[src/rtl/ghostchip_pkg.sv]
// ghostchip_pkg
//   Shared definitions for the sprite draw engine: the FSM state encoding
//   and the playfield geometry for the low-res (64x32) and high-res (128x64)
//   modes.
//   Ports: none (package).
package ghostchip_pkg;

  localparam int LORES_W    = 64;
  localparam int LORES_H    = 32;
  localparam int HIRES_W    = 128;
  localparam int HIRES_H    = 64;
  localparam int SPR16_ROWS = 16;

  typedef enum logic [2:0] {
    ST_IDLE,
    ST_FETCH,
    ST_FWAIT,
    ST_PIX,
    ST_PRD,
    ST_PWR,
    ST_DONE
  } state_e;

endpackage

[src/rtl/sprite_draw_if.sv]
// sprite_draw_if
//   Memory-side bus of the sprite draw engine. It groups the sprite RAM read
//   port and the vram read/modify/write port.
//   master: the draw engine (drives ram_addr, vram_hpos, vram_vpos,
//           vram_pixeli, vram_we; receives ram_dout, vram_pixelo)
//   slave : the memories (opposite directions)
interface sprite_draw_if #(
  parameter int RAM_AW  = 12,
  parameter int VRAM_XW = 7,
  parameter int VRAM_YW = 6
);
  logic [RAM_AW-1:0]  ram_addr;
  logic [7:0]         ram_dout;
  logic [VRAM_XW-1:0] vram_hpos;
  logic [VRAM_YW-1:0] vram_vpos;
  logic [1:0]         vram_pixeli;
  logic [1:0]         vram_pixelo;
  logic               vram_we;

  modport master (
    output ram_addr, vram_hpos, vram_vpos, vram_pixeli, vram_we,
    input  ram_dout, vram_pixelo
  );

  modport slave (
    input  ram_addr, vram_hpos, vram_vpos, vram_pixeli, vram_we,
    output ram_dout, vram_pixelo
  );
endinterface

[src/rtl/sprite_clip.sv]
// sprite_clip
//   Combinational placement of one sprite pixel. Adds the sprite column/row
//   to the already wrapped origin and flags pixels that fall off the right
//   or bottom edge of the active field (sprites clip, they do not wrap).
//   Ports: x0/y0 origin, col/row offset inside sprite, hires field select;
//          hpos/vpos vram coordinates, clipped = pixel outside the field.
module sprite_clip
  import ghostchip_pkg::*;
(
  input  logic [6:0] x0,
  input  logic [5:0] y0,
  input  logic [3:0] col,
  input  logic [3:0] row,
  input  logic       hires,
  output logic [6:0] hpos,
  output logic [5:0] vpos,
  output logic       clipped
);
  logic [7:0] x_sum;
  logic [6:0] y_sum;

  always_comb begin
    x_sum = {1'b0, x0} + {4'b0, col};
    y_sum = {1'b0, y0} + {3'b0, row};
    hpos  = x_sum[6:0];
    vpos  = y_sum[5:0];
    if (hires) begin
      clipped = (x_sum >= 8'(HIRES_W)) || (y_sum >= 7'(HIRES_H));
    end else begin
      clipped = (x_sum >= 8'(LORES_W)) || (y_sum >= 7'(LORES_H));
    end
  end
endmodule

[src/rtl/sprite_draw.sv]
// sprite_draw
//   DXYN draw engine. On start it fetches the sprite bytes from RAM at I and
//   XORs every set bit into vram at (VX,VY), reporting whether any set bit
//   hit an already lit pixel.
//   Ports: clk, reset (async, active-low); start/vx/vy/n/i_addr/hires/plane
//          request from the cpu; busy/done/collision status back;
//          bus (sprite_draw_if.master) carries the RAM and vram ports.
//   Build option: XOCHIP_PLANES_EN enables multi-plane drawing (one pass per
//   set plane bit); otherwise plane is ignored and only plane 0 is drawn.
module sprite_draw
  import ghostchip_pkg::*;
#(
  parameter int RAM_AW  = 12,
  parameter int VRAM_XW = 7,
  parameter int VRAM_YW = 6
) (
  input  logic              clk,
  input  logic              reset,
  input  logic              start,
  input  logic [7:0]        vx,
  input  logic [7:0]        vy,
  input  logic [3:0]        n,
  input  logic [RAM_AW-1:0] i_addr,
  input  logic              hires,
  input  logic [1:0]        plane,
  output logic              busy,
  output logic              done,
  output logic              collision,
  sprite_draw_if.master     bus
);
  state_e             state_q, state_d;
  logic [RAM_AW-1:0]  addr_q, addr_d;
  logic [6:0]         x0_q, x0_d;
  logic [5:0]         y0_q, y0_d;
  logic               hires_q, hires_d;
  logic               wide_q, wide_d;
  logic [3:0]         last_row_q, last_row_d;
  logic [3:0]         col_q, col_d;
  logic [3:0]         row_q, row_d;
  logic [6:0]         sreg_q, sreg_d;
  logic [1:0]         mask_q, mask_d;
  logic               pend_q, pend_d;
  logic               coll_q, coll_d;
  logic [VRAM_XW-1:0] hpos_q, hpos_d;
  logic [VRAM_YW-1:0] vpos_q, vpos_d;

  logic               eval_go;
  logic               eval_bit;
  logic [3:0]         eval_col;
  logic [6:0]         clip_hpos;
  logic [5:0]         clip_vpos;
  logic               clip_out;
  logic               unused_bits;

`ifdef XOCHIP_PLANES_EN
  assign unused_bits = ^{vx[7], vy[7:6]};
`else
  assign unused_bits = ^{vx[7], vy[7:6], plane};
`endif

  // Which pixel is examined next. A new bit is looked at either as the
  // byte arrives (FWAIT, straight from ram_dout) or when the previous bit
  // retires inside a byte; deciding it here lets a set bit go straight to
  // the read cycle so it costs two cycles instead of three.
  always_comb begin
    eval_go  = 1'b0;
    eval_bit = 1'b0;
    eval_col = col_q;
    if (state_q == ST_FWAIT) begin
      eval_go  = 1'b1;
      eval_bit = bus.ram_dout[7];
    end else if ((state_q == ST_PIX || state_q == ST_PWR) && col_q[2:0] != 3'd7) begin
      eval_go  = 1'b1;
      eval_bit = sreg_q[6];
      eval_col = col_q + 4'd1;
    end
  end

  sprite_clip u_clip (
    .x0      (x0_q),
    .y0      (y0_q),
    .col     (eval_col),
    .row     (row_q),
    .hires   (hires_q),
    .hpos    (clip_hpos),
    .vpos    (clip_vpos),
    .clipped (clip_out)
  );

  // Next-state logic. The sprite address just increments across rows,
  // both halves of a 16-wide row and a second plane pass, so it wraps
  // naturally at the RAM size.
  always_comb begin
    state_d    = state_q;
    addr_d     = addr_q;
    x0_d       = x0_q;
    y0_d       = y0_q;
    hires_d    = hires_q;
    wide_d     = wide_q;
    last_row_d = last_row_q;
    col_d      = col_q;
    row_d      = row_q;
    sreg_d     = sreg_q;
    mask_d     = mask_q;
    pend_d     = pend_q;
    coll_d     = coll_q;
    hpos_d     = hpos_q;
    vpos_d     = vpos_q;

    unique case (state_q)
      ST_IDLE: begin
        if (start) begin
          addr_d     = i_addr;
          hires_d    = hires;
          wide_d     = (n == 4'd0);
          last_row_d = (n == 4'd0) ? 4'(SPR16_ROWS - 1) : n - 4'd1;
          x0_d       = hires ? vx[6:0] : {1'b0, vx[5:0]};
          y0_d       = hires ? vy[5:0] : {1'b0, vy[4:0]};
          col_d      = 4'd0;
          row_d      = 4'd0;
          coll_d     = 1'b0;
`ifdef XOCHIP_PLANES_EN
          mask_d     = plane[0] ? 2'b01 : 2'b10;
          pend_d     = &plane;
          state_d    = (plane == 2'b00) ? ST_DONE : ST_FETCH;
`else
          mask_d     = 2'b01;
          pend_d     = 1'b0;
          state_d    = ST_FETCH;
`endif
        end
      end
      ST_FETCH: state_d = ST_FWAIT;
      ST_FWAIT: sreg_d = bus.ram_dout[6:0];
      ST_PRD:   state_d = ST_PWR;
      ST_PIX, ST_PWR: begin
        if (state_q == ST_PWR && (bus.vram_pixelo & mask_q) != 2'b00) begin
          coll_d = 1'b1;
        end
        if (col_q[2:0] != 3'd7) begin
          col_d  = col_q + 4'd1;
          sreg_d = {sreg_q[5:0], 1'b0};
        end else begin
          addr_d  = addr_q + 1'b1;
          state_d = ST_FETCH;
          if (wide_q && !col_q[3]) begin
            col_d = 4'd8;
          end else if (row_q != last_row_q) begin
            col_d = 4'd0;
            row_d = row_q + 4'd1;
          end else if (pend_q) begin
            col_d  = 4'd0;
            row_d  = 4'd0;
            pend_d = 1'b0;
            mask_d = 2'b10;
          end else begin
            state_d = ST_DONE;
          end
        end
      end
      ST_DONE: state_d = ST_IDLE;
      default: state_d = ST_IDLE;
    endcase

    if (eval_go) begin
      if (eval_bit && !clip_out) begin
        state_d = ST_PRD;
        hpos_d  = clip_hpos;
        vpos_d  = clip_vpos;
      end else begin
        state_d = ST_PIX;
      end
    end
  end

  always_ff @(posedge clk or negedge reset) begin
    if (!reset) begin
      state_q    <= ST_IDLE;
      addr_q     <= '0;
      x0_q       <= '0;
      y0_q       <= '0;
      hires_q    <= 1'b0;
      wide_q     <= 1'b0;
      last_row_q <= '0;
      col_q      <= '0;
      row_q      <= '0;
      sreg_q     <= '0;
      mask_q     <= 2'b01;
      pend_q     <= 1'b0;
      coll_q     <= 1'b0;
      hpos_q     <= '0;
      vpos_q     <= '0;
    end else begin
      state_q    <= state_d;
      addr_q     <= addr_d;
      x0_q       <= x0_d;
      y0_q       <= y0_d;
      hires_q    <= hires_d;
      wide_q     <= wide_d;
      last_row_q <= last_row_d;
      col_q      <= col_d;
      row_q      <= row_d;
      sreg_q     <= sreg_d;
      mask_q     <= mask_d;
      pend_q     <= pend_d;
      coll_q     <= coll_d;
      hpos_q     <= hpos_d;
      vpos_q     <= vpos_d;
    end
  end

  // The write strobe decodes the state register directly so a reset in the
  // middle of a draw removes it immediately rather than at the next edge.
  assign bus.ram_addr    = addr_q;
  assign bus.vram_hpos   = hpos_q;
  assign bus.vram_vpos   = vpos_q;
  assign bus.vram_we     = (state_q == ST_PWR);
  assign bus.vram_pixeli = (state_q == ST_PWR) ? (bus.vram_pixelo ^ mask_q) : 2'b00;
  assign busy            = state_q inside {ST_FETCH, ST_FWAIT, ST_PIX, ST_PRD, ST_PWR};
  assign done            = (state_q == ST_DONE);
  assign collision       = coll_q;
endmodule

[src/flat_wrapper.sv]
// flat-port wrapper written by rule: the top's interface ports become plain ports
module sprite_draw_flat import ghostchip_pkg::*;
#(
  parameter int RAM_AW  = 12,
  parameter int VRAM_XW = 7,
  parameter int VRAM_YW = 6
)
  (clk, reset, start, vx, vy, n, i_addr, hires, plane, busy, done, collision, bus_ram_addr, bus_vram_hpos, bus_vram_vpos, bus_vram_pixeli, bus_vram_we, bus_ram_dout, bus_vram_pixelo);
  sprite_draw_if #(.RAM_AW(RAM_AW), .VRAM_XW(VRAM_XW), .VRAM_YW(VRAM_YW)) bus_i ();
  input  logic clk;
  input  logic reset;
  input  logic start;
  input  logic [7:0] vx;
  input  logic [7:0] vy;
  input  logic [3:0] n;
  input  logic [RAM_AW-1:0] i_addr;
  input  logic hires;
  input  logic [1:0] plane;
  output logic busy;
  output logic done;
  output logic collision;
  output wire logic [$bits(bus_i.ram_addr)-1:0] bus_ram_addr;
  output wire logic [$bits(bus_i.vram_hpos)-1:0] bus_vram_hpos;
  output wire logic [$bits(bus_i.vram_vpos)-1:0] bus_vram_vpos;
  output wire logic [$bits(bus_i.vram_pixeli)-1:0] bus_vram_pixeli;
  output wire logic [$bits(bus_i.vram_we)-1:0] bus_vram_we;
  input wire logic [$bits(bus_i.ram_dout)-1:0] bus_ram_dout;
  input wire logic [$bits(bus_i.vram_pixelo)-1:0] bus_vram_pixelo;
  assign bus_ram_addr = bus_i.ram_addr;
  assign bus_vram_hpos = bus_i.vram_hpos;
  assign bus_vram_vpos = bus_i.vram_vpos;
  assign bus_vram_pixeli = bus_i.vram_pixeli;
  assign bus_vram_we = bus_i.vram_we;
  assign bus_i.ram_dout = bus_ram_dout;
  assign bus_i.vram_pixelo = bus_vram_pixelo;
  sprite_draw #(.RAM_AW(RAM_AW), .VRAM_XW(VRAM_XW), .VRAM_YW(VRAM_YW)) u_core (.clk(clk), .reset(reset), .start(start), .vx(vx), .vy(vy), .n(n), .i_addr(i_addr), .hires(hires), .plane(plane), .busy(busy), .done(done), .collision(collision), .bus(bus_i));
endmodule
[config.mk]
export PLATFORM = sky130hd
export DESIGN_NAME = sprite_draw_flat
export DESIGN_NICKNAME = d
export VERILOG_FILES = /design/src/rtl/ghostchip_pkg.sv /design/src/rtl/sprite_draw_if.sv /design/src/rtl/sprite_clip.sv /design/src/rtl/sprite_draw.sv /design/src/flat_wrapper.sv
export SDC_FILE = /design/constraint.sdc
export NUM_CORES = 1
export LEC_CHECK = 0
export ABC_AREA = 1
export BUFFER_PORTS_ARGS = -buffer_cell sky130_fd_sc_hd__buf_2
export CORE_MARGIN = 4
export CORE_UTILIZATION = 25
export CTS_CLUSTER_DIAMETER = 40
export DETAILED_ROUTE_END_ITERATION = 16
export GPL_ROUTABILITY_DRIVEN = 0
export MAX_ROUTING_LAYER = met4
export SLEW_MARGIN = 20
export SYNTH_ARGS = -nofsm -noshare
export SYNTH_HDL_FRONTEND = slang
export SYNTH_HIERARCHICAL = 1
export SYNTH_SLANG_ARGS = --single-unit
[constraint.sdc]
create_clock -name clk -period 2.8 [get_ports clk]
set_input_delay 0.14 -clock clk [delete_from_list [all_inputs] [get_ports clk]]
set_output_delay 0.14 -clock clk [all_outputs]
set_load 0.1 [all_outputs]
==> results of run 1 <==
==> timing repair <==
action,CTS,global route
hold buffers,4,0
pin swaps,0,7
setup endpoints to repair,2,16
gates resized for setup,1,22
setup buffers,0,5
endpoints found under the hold margin,29,0
cloned,0,2
==> routing by layer <==
metal  share of wire  GRT usage
met1            0.48      0.149
met2            0.46      0.169
met3           0.045     0.0356
met4           0.016     0.0397
met5               0          -
==> through the flow <==
step / worst slack (ns) / utilization / instances
floorplan: 0.0255 / - / 499
global placement: 0.0290 / 0.304 / 758
detailed placement: 0.00566 / 0.304 / 758
CTS: 0.00886 / 0.328 / 778
global route: -0.0224 / 0.336 / 785
finish: 0.123 / 0.336 / 785
==> cells in the final DEF (no fill, tap or decap), types with 7 or more instances in the layout <==
cell type    n
nand2_1    180
buf_2       73
dfrtp_1     64
inv_1       43
nor2_1      34
nand3_1     31
o21ai_0     17
buf_4       16
ha_1        12
xor2_1      11
nand2_2     10
clkbuf_16    9
o21ai_1      9
nand2_4      8
nor3_1       8
a31oi_1      8
nand3_2      7
==> final cells by class <==
| cell class | count | area share |
|---|---|---|
| clock buffer | 10 | 0.0462 |
| clock inverter | 6 | 0.0167 |
| inverter | 54 | 0.0434 |
| multi-input combinational | 370 | 0.404 |
| sequential | 65 | 0.328 |
| tap | 184 | 0.0464 |
| timing repair buffer | 96 | 0.115 |
==> cell families after synthesis <==
group / synth area share
AOI/OAI and AO/OA: 0.0805
xor gates and xnor gates: 0.0368
adders and majority gates: 0.0631
buffers and inverters: 0.0722
DFF: 0.427
and+or+nand+nor: 0.320
==> final timing paths <==
path / startpoint / endpoint / slack (ns) / depth (start not counted)
setup / recovery: u_core/col_q[0] / u_core/state_q[0] / 0.12 / 21
hold / removal: n[0] / u_core/last_row_q[0] / 0.01 / 2
setup reg to reg: u_core/col_q[0] / u_core/state_q[0] / 0.12 / 21
hold reg to reg: u_core/bus.vram_vpos[4] / u_core/bus.vram_vpos[4] / 0.46 / 2
max in group asynchronous: reset / u_core/sreg_q[5] / 1.78 / 3
min in group asynchronous: reset / u_core/y0_q[1] / 0.38 / 2
==> sequential cells by signal, summed over array words and instances, names as in the netlist <==
name and cells:
u_core/bus.ram_addr 12, u_core/bus.vram_hpos 7, u_core/sreg_q 7, u_core/x0_q 7, u_core/bus.vram_vpos 6, u_core/y0_q 6
u_core/col_q 4, u_core/last_row_q 4, u_core/row_q 4, u_core/state_q 3, u_core/mask_q 2, u_core/collision 1
u_core/hires_q 1, u_core/wide_q 1
==> power groups by stage <==
stage               combinational [mW]  clock [mW]  sequential (mW)
floorplan                         1.90           0             2.77
global placement                  3.70           0             1.69
detailed placement                3.73           0             1.70
CTS                               3.76        1.21             1.68
global route                      4.30        1.26             1.75
finish                            3.91        1.17             1.68
==> worst reg2reg max path: cells and delay by family (launching register included) <==
kind	cells	cell delay (ns)
and+or+nand+nor	12	1.02
DFF	1	0.39
AOI/OAI and AO/OA	1	0.06
adders and majority gates	4	0.82
buffers and inverters	4	0.25
==> impl_metrics.env, run 1 <==
export IMPL_crit_arrival_ns=2.88
export IMPL_cts_buffers=9
export IMPL_rows=44
export IMPL_post_synth_top_count_cell="nand2_1"
export IMPL_synthFlopType="dfrtp_1"
export IMPL_ys_top_cells_by_count="186 x nand2_1, 64 x dfrtp_1, 48 x inv_1"
export IMPL_synth_top_area_share=0.420
export IMPL_portBuffers=73
export IMPL_drt_pre_antenna_iters=6
export IMPL_yosysTopAreaCell="dfrtp_1"
export IMPL_drv_slew=0
export IMPL_die_area_mm2=0.0173
export IMPL_synthesis_nets=565
export IMPL_worstPathCellList="ha_2 -> ha_4 -> inv_4 -> nand2_4 -> or2_4 -> nand2_4 -> ha_4 -> inv_2 -> fa_2 -> inv_2 -> nand3_2 -> nand2_4 -> nand3_2 -> nand2_2 -> nand3_2 -> nand2_2 -> nand2_2 -> clkinv_4 -> nand2_8 -> nand2_4 -> a21oi_2"
export IMPL_p_int_mw=3.15
export IMPL_grtUsageTotal=0.114
export IMPL_status="finished, final reports clean"
export IMPL_via_per_inst=4.36
export IMPL_clkSinkCount=65
export IMPL_antenna_found_initial=0
export IMPL_min_path_type="in -> reg"
export IMPL_crit_path_max_incr_delay_ns=0.39
export IMPL_wl_um=9520
export IMPL_async_flop_share=1.00
export IMPL_grt_first_pass_wirelength_um=15700
export IMPL_syn_area_per_cell_um2=7.64
export IMPL_initial_core_util=0.258
export IMPL_nNetsFinal=662
export IMPL_seq_area_frac_synth=0.427
export IMPL_final_area_mm2=0.00496
export IMPL_peakVddDrop_mv=0.391
export IMPL_synth_seq_cells=65
export IMPL_worstPathRequired_ns=3.00
export IMPL_syn_to_final_growth_pct=30.1
export IMPL_relSlewSlack=0.557
export IMPL_cts_tree="built"
export IMPL_synthTopCellsByArea="dfrtp_1 42%, nand2_1 18%, ha_1 5.3%, inv_1 4.7%, nand3_1 4.3%"
export IMPL_crit_top_cell="nand2_4"
export IMPL_cp_max_fo=8
export IMPL_diodes=0
export IMPL_fmax_mhz=374
export IMPL_vias=3421
export IMPL_layout_drive_gt1_share=0.260
export IMPL_setup_tns_ns=0
export IMPL_multi_input_area_mm2=0.00201
export IMPL_antenna_left=0
export IMPL_cap_violations=0
export IMPL_p_switching_mw=3.61
export IMPL_cp_top_family="simple AND/OR/NAND/NOR gates"
export IMPL_wl_per_cell_um=12.1
export IMPL_syn_inst=499
export IMPL_dpl_cell_area_mm2=0.00448
export IMPL_overflow=0
export IMPL_coreArea_mm2=0.0148
export IMPL_cts_root_buffer="clkbuf_16"
export IMPL_fillers=1584
export IMPL_drt_initial_drc_count=153
export IMPL_grt_max_degree=39
export IMPL_clk_pin_slew_ns=0.05
export IMPL_period_needed_ns=2.68
export IMPL_critPathLaunchType="flop"
export IMPL_synth_area_mm2=0.00381
export IMPL_p_per_area_mw_per_mm2=1360
export IMPL_drc_errors=0
export IMPL_die_w_um=131
export IMPL_critical_path_class="reg -> reg"
export IMPL_layout_area_seq_mm2=0.00163
export IMPL_timing_hold_violations_final=0
export IMPL_swShare=0.534
export IMPL_p_seq_frac=0.249
export IMPL_slowest_stage="dfrtp_1"
export IMPL_hold_slack_ns=0.0129
export IMPL_worst_pin_slew_ns=0.664
export IMPL_die_h_um=131
export IMPL_setup_viol=0
export IMPL_pin_count=79
export IMPL_hpwl_um=7010
export IMPL_cts_htree_levels=3
export IMPL_leakage_nw=2.59
export IMPL_p_comb_frac=0.578
export IMPL_rsz0062_at_grt="true"
export IMPL_cts_buffer_depth=2
export IMPL_end_kind="flop"
export IMPL_p_total_mw=6.76
export IMPL_crit_buf_inv=4
export IMPL_clock_latency_ns=0.33
export IMPL_grt_pass1_vias=3173
export IMPL_synth_edf_count=0
export IMPL_p_clk_frac=0.173
export IMPL_yosysWarnings=6
export IMPL_min_period_over_period=0.956
export IMPL_synth_cell_type_count=34
export IMPL_fin_skew_ns=0.00519
Note: power is estimated with default switching activity, not from simulation.
==> run 2: changes to the inputs <==
ABC_AREA = 0   (was 1)
CORE_UTILIZATION = 30   (was 25)
==> run 2 against run 1 <==
Effect of this change: the flow now finishes with violations (negative setup slack); critical path depth shrank 4; sequential cell count is the same; routed wire length grew 7.9%; fmax shrank 20%; critical endpoint is now u_core/bus.vram_hpos[6]; first-iteration DRC count grew 18%; count of clock-buffer cells in the layout grew 5; sequential share of layout area grew 0.42 points; via count shrank 4.2%; non-clock buffer count grew 16.
==> impl_metrics.env, run 2 <==
export IMPL_status="complete, but fails checks"
export IMPL_violations="negative setup slack"
export IMPL_stdcell_count=668
export IMPL_layout_common_cells="73 x buf_2, 71 x nand2_1, 63 x dfrtp_1, 32 x buf_4, 22 x a21oi_1"
export IMPL_cts_buffer_depth=2
export IMPL_yosysWarnings=6
export IMPL_via_per_inst=4.91
export IMPL_drt_initial_drc_count=180
export IMPL_layout_drive_gt1_share=0.302
export IMPL_period_needed_ns=3.36
export IMPL_rows=40
export IMPL_synthesis_nets=454
export IMPL_vias=3278
export IMPL_synth_cell_type_count=57
export IMPL_synth_area_mm2=0.00371
export IMPL_synth_top_family_by_area="simple AND/OR/NAND/NOR gates"
export IMPL_pin_count=79
export IMPL_end_kind="flop"
export IMPL_die_area_mm2=0.0142
export IMPL_largest_reg_flops=12
export IMPL_rsz0062_at_grt="true"
export IMPL_nNetsFinal=561
export IMPL_crit_arrival_ns=3.57
export IMPL_grt_pass1_vias=3349
export IMPL_worstPathRequired_ns=3.01
export IMPL_synth_fa_ha_area_frac=0.0647
export IMPL_async_flop_share=1.00
export IMPL_cts_root_buffer="clkbuf_16"
export IMPL_clock_latency_ns=0.33
export IMPL_die_w_um=119
export IMPL_cp_max_fo=13
export IMPL_die_h_um=119
export IMPL_cts_htree_levels=3
export IMPL_yosys_area_share_simple=0.194
export IMPL_drc_errors=0
export IMPL_coreArea_mm2=0.0121
export IMPL_antenna_left=0
export IMPL_synth_seq_cells=65
export IMPL_initial_core_util=0.308
export IMPL_cts_tree="built"
export IMPL_cts_buffers=9
export IMPL_syn_to_final_growth_pct=32.0
export IMPL_placed_cells=645
export IMPL_syn_inst=388
export IMPL_ys_top_cells_by_count="72 x nand2_1, 64 x dfrtp_1, 23 x a21oi_1, 23 x o21ai_0, 18 x inv_1"
export IMPL_fmax_mhz=298
export IMPL_wl_um=10300
export IMPL_grt_max_degree=35
export IMPL_worst_pin_slew_ns=0.828
export IMPL_grt_first_pass_wirelength_um=16700
export IMPL_hold_slack_ns=0.000347
export IMPL_synth_compound_area_share=0.156
export IMPL_clk_pin_slew_ns=0.05
export IMPL_post_route_util=0.406
export IMPL_dpl_cell_area_mm2=0.00454
export IMPL_synthFlopType="dfrtp_1"
export IMPL_final_area_mm2=0.00490
export IMPL_critPathLaunchType="flop"
export IMPL_portBuffers=73
export IMPL_setup_viol=16
export IMPL_clkSinkCount=65
export IMPL_finalWorstSetupSlack_ns=-0.555
export IMPL_hpwl_um=7490
export IMPL_min_period_over_period=1.20
export IMPL_synthMuxAreaShare=0.0695
export IMPL_overflow=0
export IMPL_synth_top_area_share=0.432
export IMPL_post_synth_top_count_cell="nand2_1"
export IMPL_fin_skew_ns=0.00824
export IMPL_relSlewSlack=0.448
export IMPL_syn_area_per_cell_um2=9.56
export IMPL_diodes=0
export IMPL_drt_pre_antenna_iters=4
export IMPL_min_path_type="in -> reg"
export IMPL_drv_slew=0
export IMPL_grtUsageTotal=0.152
export IMPL_worstPathCellList="ha_2 -> ha_4 -> nor2b_4 -> nand2_2 -> xnor2_2 -> ha_2 -> inv_2 -> fa_2 -> nand2b_4 -> a21oi_2 -> xor2_1 -> nor2_1 -> o221ai_2 -> nor2b_2 -> a32oi_4 -> buf_12 -> mux2_2"
export IMPL_crit_path_max_incr_delay_ns=0.38
export IMPL_wl_per_cell_um=15.4
export IMPL_synthTopCellsByArea="dfrtp_1 43%, nand2_1 7.3%, ha_1 5.4%, a21oi_1 3.1%, o21ai_0 3.1%"
export IMPL_seq_area_frac_synth=0.439
export IMPL_timing_hold_violations_final=0
export IMPL_slowest_stage="dfrtp_1"
export IMPL_synth_xor_area_frac=0.0398
export IMPL_cap_violations=0
export IMPL_antenna_found_initial=0
export IMPL_critical_path_class="reg -> reg"
export IMPL_synth_edf_count=0
export IMPL_crit_top_cell="ha_2"
export IMPL_yosysTopAreaCell="dfrtp_1"
export IMPL_final_common_cell="buf_2"
==> run 2: cell count changes in the layout (fill, tap and decap cells not counted), moves of 10 or more <==
cell	previous run	this run
mux2i_1	0	10
a21oi_1	6	22
nand3_1	31	13
inv_1	43	17
buf_4	16	32
nor2_1	34	9
nand2_1	180	71
==> run 2: kinds of logic after synthesis <==
group / Yosys count
buffers and inverters: 34
DFF: 65
xor gates and xnor gates: 16
and+or+nand+nor: 144
adders and majority gates: 18
muxes: 24
AOI/OAI and AO/OA: 87
==> run 2: per-stage QoR <==
| stage | worst slack [ns] | TNS, ns |
|---|---|---|
| final | -0.555 | -8.31 |
| after global placement | -0.557 | -8.29 |
| after detailed placement | -0.606 | -9.08 |
| after floorplan | -0.702 | -9.82 |
| after CTS | -0.563 | -8.38 |
| after global routing | -0.781 | -11.90 |
==> run 2: repair_timing <==
item / in CTS / in global routing
endpoints found under the setup margin: 16 / 16
gates resized for setup: 3 / 6
hold endpoints to repair: 35 / 0
buffers inserted: 0 / 3
hold buffers: 4 / 0
pin swaps: 1 / 2
==> run 2: final cells by class <==
type                       count  area [um^2]
clock buffer                  15          258
fill                        1181         7160
multi-input combinational    289         2040
tap                          168          210
timing repair buffer         112          688
clock inverter                 1         5.00
sequential                    65         1630
inverter                      18         67.6
==> run 2: final timing paths <==
check,from,to,slack [ns],cells past startpoint
worst min-delay path,vy[0],u_core/y0_q[0],0.0003,3
max in group asynchronous,reset,u_core/state_q[1],1.42,3
worst max-delay path,u_core/col_q[1],u_core/bus.vram_hpos[6],-0.56,17
worst min register to register,u_core/sreg_q[4],u_core/sreg_q[4],0.48,2
worst max register to register,u_core/col_q[1],u_core/bus.vram_hpos[6],-0.56,17
min in group asynchronous,reset,u_core/bus.ram_addr[1],0.42,2
==> run 2: layer usage <==
layer | global-route usage | up-vias | part of all wire
met2 | 0.260 | 75 | 0.53
met3 | 0.0313 | 16 | 0.038
li1 | - | 1598 | -
met5 | - | - | 0
met1 | 0.174 | 1589 | 0.41
met4 | 0.0601 | 0 | 0.021
==> run 2: worst max-delay path, delay by kind of cell, from the launching register on <==
family          cells  cell delay (ns)
fa+ha+maj           4             0.90
compound gates      3             0.57
simple gates        5             0.48
flops               1             0.38
mux                 1             0.34
xor+xnor            2             0.33
buf+inv             2             0.22
Power of run 2 is not shown: default switching activity piles up to over one toggle a cycle in this logic, so the estimate is an artifact.
==> run 3: changes to the inputs <==
CORE_UTILIZATION = 50   (was 30)
CTS_CLUSTER_SIZE = 8   (was default)
PLACE_DENSITY = 0.77   (was default)
==> run 3 against run 2 <==
Effect of this change: the run ends with negative hold slack, negative setup slack left; non-clock buffer count increased by 6; sequential share of layout area up 0.54 points; critical path depth unchanged; global-route usage up 8.7 points; utilization up 26 points; die area fell by 38%; sequential cell count stayed put; final cell count fell by 9.4%; highest routed layer unchanged.
==> impl_metrics.env, run 3 (synthesis gave the netlist of run 2 again) <==
export IMPL_status="complete, but fails checks"
export IMPL_violations="negative hold slack, negative setup slack"
export IMPL_slowest_stage="dfrtp_1"
export IMPL_drt_initial_drc_count=278
export IMPL_setup_tns_ns=-10.53
export IMPL_antenna_left=0
export IMPL_via_per_inst=5.56
export IMPL_wl_um=9960
export IMPL_hold_slack_ns=-0.0387
export IMPL_min_path_type="in -> async"
export IMPL_clk_pin_slew_ns=0.08
export IMPL_reg2reg_slack_ns=-0.70
export IMPL_fillers=608
export IMPL_drt_pre_antenna_iters=5
export IMPL_clkSinkCount=65
export IMPL_cts_htree_levels=3
export IMPL_portBuffers=73
export IMPL_final_common_cell="buf_2"
export IMPL_cp_max_fo=13
export IMPL_diodes=0
export IMPL_cts_tree="built"
export IMPL_crit_top_cell="xor2_1"
export IMPL_grt_max_degree=66
export IMPL_fin_skew_ns=0.00921
export IMPL_setup_viol=16
export IMPL_pin_count=79
export IMPL_relSlewSlack=0.441
export IMPL_largest_reg_flops=12
export IMPL_nNetsFinal=567
export IMPL_layout_common_cells="73 x buf_2, 71 x nand2_1, 63 x dfrtp_1, 33 x buf_4"
export IMPL_period_needed_ns=3.50
export IMPL_layout_drive_gt1_share=0.310
export IMPL_critPathLaunchType="flop"
export IMPL_clock_latency_ns=0.34
export IMPL_layout_area_seq_mm2=0.00163
export IMPL_rsz0062_at_grt="true"
export IMPL_worstPathRequired_ns=3.03
export IMPL_cap_violations=0
export IMPL_timing_hold_violations_final=32
export IMPL_cts_buffer_depth=2
export IMPL_min_period_over_period=1.25
export IMPL_initial_core_util=0.514
export IMPL_vias=3361
export IMPL_syn_to_final_growth_pct=29.9
export IMPL_multi_input_area_mm2=0.00206
export IMPL_grt_first_pass_wirelength_um=16000
export IMPL_die_h_um=94.2
export IMPL_fmax_mhz=286
export IMPL_die_area_mm2=0.00886
export IMPL_cts_root_buffer="clkbuf_8"
export IMPL_dpl_cell_area_mm2=0.00445
export IMPL_antenna_found_initial=0
export IMPL_finalWorstSetupSlack_ns=-0.696
export IMPL_wl_per_cell_um=16.5
export IMPL_worst_pin_slew_ns=0.839
export IMPL_drc_errors=0
export IMPL_cts_buffers=9
export IMPL_hpwl_um=6740
export IMPL_rows=31
export IMPL_final_area_mm2=0.00482
export IMPL_crit_arrival_ns=3.72
export IMPL_overflow=0
export IMPL_grtUsageTotal=0.239
export IMPL_coreArea_mm2=0.00721
export IMPL_stdcell_count=605
export IMPL_post_route_util=0.668
export IMPL_crit_path_max_incr_delay_ns=0.39
export IMPL_worstPathCellList="ha_2 -> ha_4 -> nor2b_4 -> nand2_2 -> buf_4 -> nor2_4 -> xor2_1 -> ha_1 -> o211ai_1 -> a21oi_2 -> xor2_1 -> nor2_1 -> o221ai_2 -> nor2b_2 -> a32oi_4 -> buf_12 -> mux2_2"
export IMPL_end_kind="flop"
export IMPL_drv_slew=0
export IMPL_die_w_um=94.2
export IMPL_critical_path_class="reg -> reg"
export IMPL_placed_cells=575
export IMPL_grt_pass1_vias=3322
## run 3: cell types whose count changed in the layout (fill, tap and decap cells not counted), moves of 2 or more
cell | previous run | this run
dlygate4sd3_1 | 4 | 10
clkbuf_1 | 5 | 0
clkbuf_8 | 1 | 9
clkinv_2 | 1 | 3
clkbuf_16 | 9 | 0
## run 3: layout make-up
cell class / count / share of cell area
clock inverter: 7 / 0.0145
clock buffer: 9 / 0.0257
multi-input combinational: 289 / 0.428
tap: 99 / 0.0257
timing repair buffer: 118 / 0.154
sequential: 65 / 0.338
inverter: 18 / 0.0140
## run 3: final timing paths
kind | startpoint | to | depth (start not counted)
max | u_core/col_q[1] | u_core/bus.vram_vpos[2] | 17
min | reset | u_core/bus.ram_addr[4] | 2
max reg2reg | u_core/col_q[1] | u_core/bus.vram_vpos[2] | 17
min reg2reg | u_core/bus.vram_hpos[0] | u_core/bus.vram_hpos[0] | 1
max in group asynchronous | reset | u_core/state_q[1] | 2
min in group clk | vx[2] | u_core/x0_q[2] | 3
## run 3: stage by stage
stage                     setup WS, ns  hold WS [ns]
final                           -0.696       -0.0387
after detailed placement        -0.622         0.333
after global routing            -0.897        0.0125
after CTS                       -0.644       0.00259
after global placement          -0.514         0.333
after floorplan                 -0.702        -0.156
## run 3: routing by layer
layer,up-vias,GRT usage,wire length (um)
li1,1605,-,-
met1,1625,0.296,4220
met2,104,0.386,5000
met3,27,0.0425,467
met4,0,0.102,277
met5,-,-,0
## run 3: what timing repair did
action	in CTS	in global routing
resized for setup	4	6
setup endpoints to repair	16	16
gates cloned	0	0
setup buffers	0	4
hold buffers	10	0
pin swaps	1	1
hold endpoints to repair	10	0
## run 3: worst max-delay path: cells and delay by family, from the launching register on
kind	cells	cell delay, ns
AOI/OAI and AO/OA	4	0.80
adders and majority gates	3	0.62
and+or+nand+nor	5	0.49
DFF	1	0.39
buffers and inverters	2	0.36
xor gates and xnor gates	2	0.36
muxes	1	0.34
Power of run 3 is left out for the same reason.
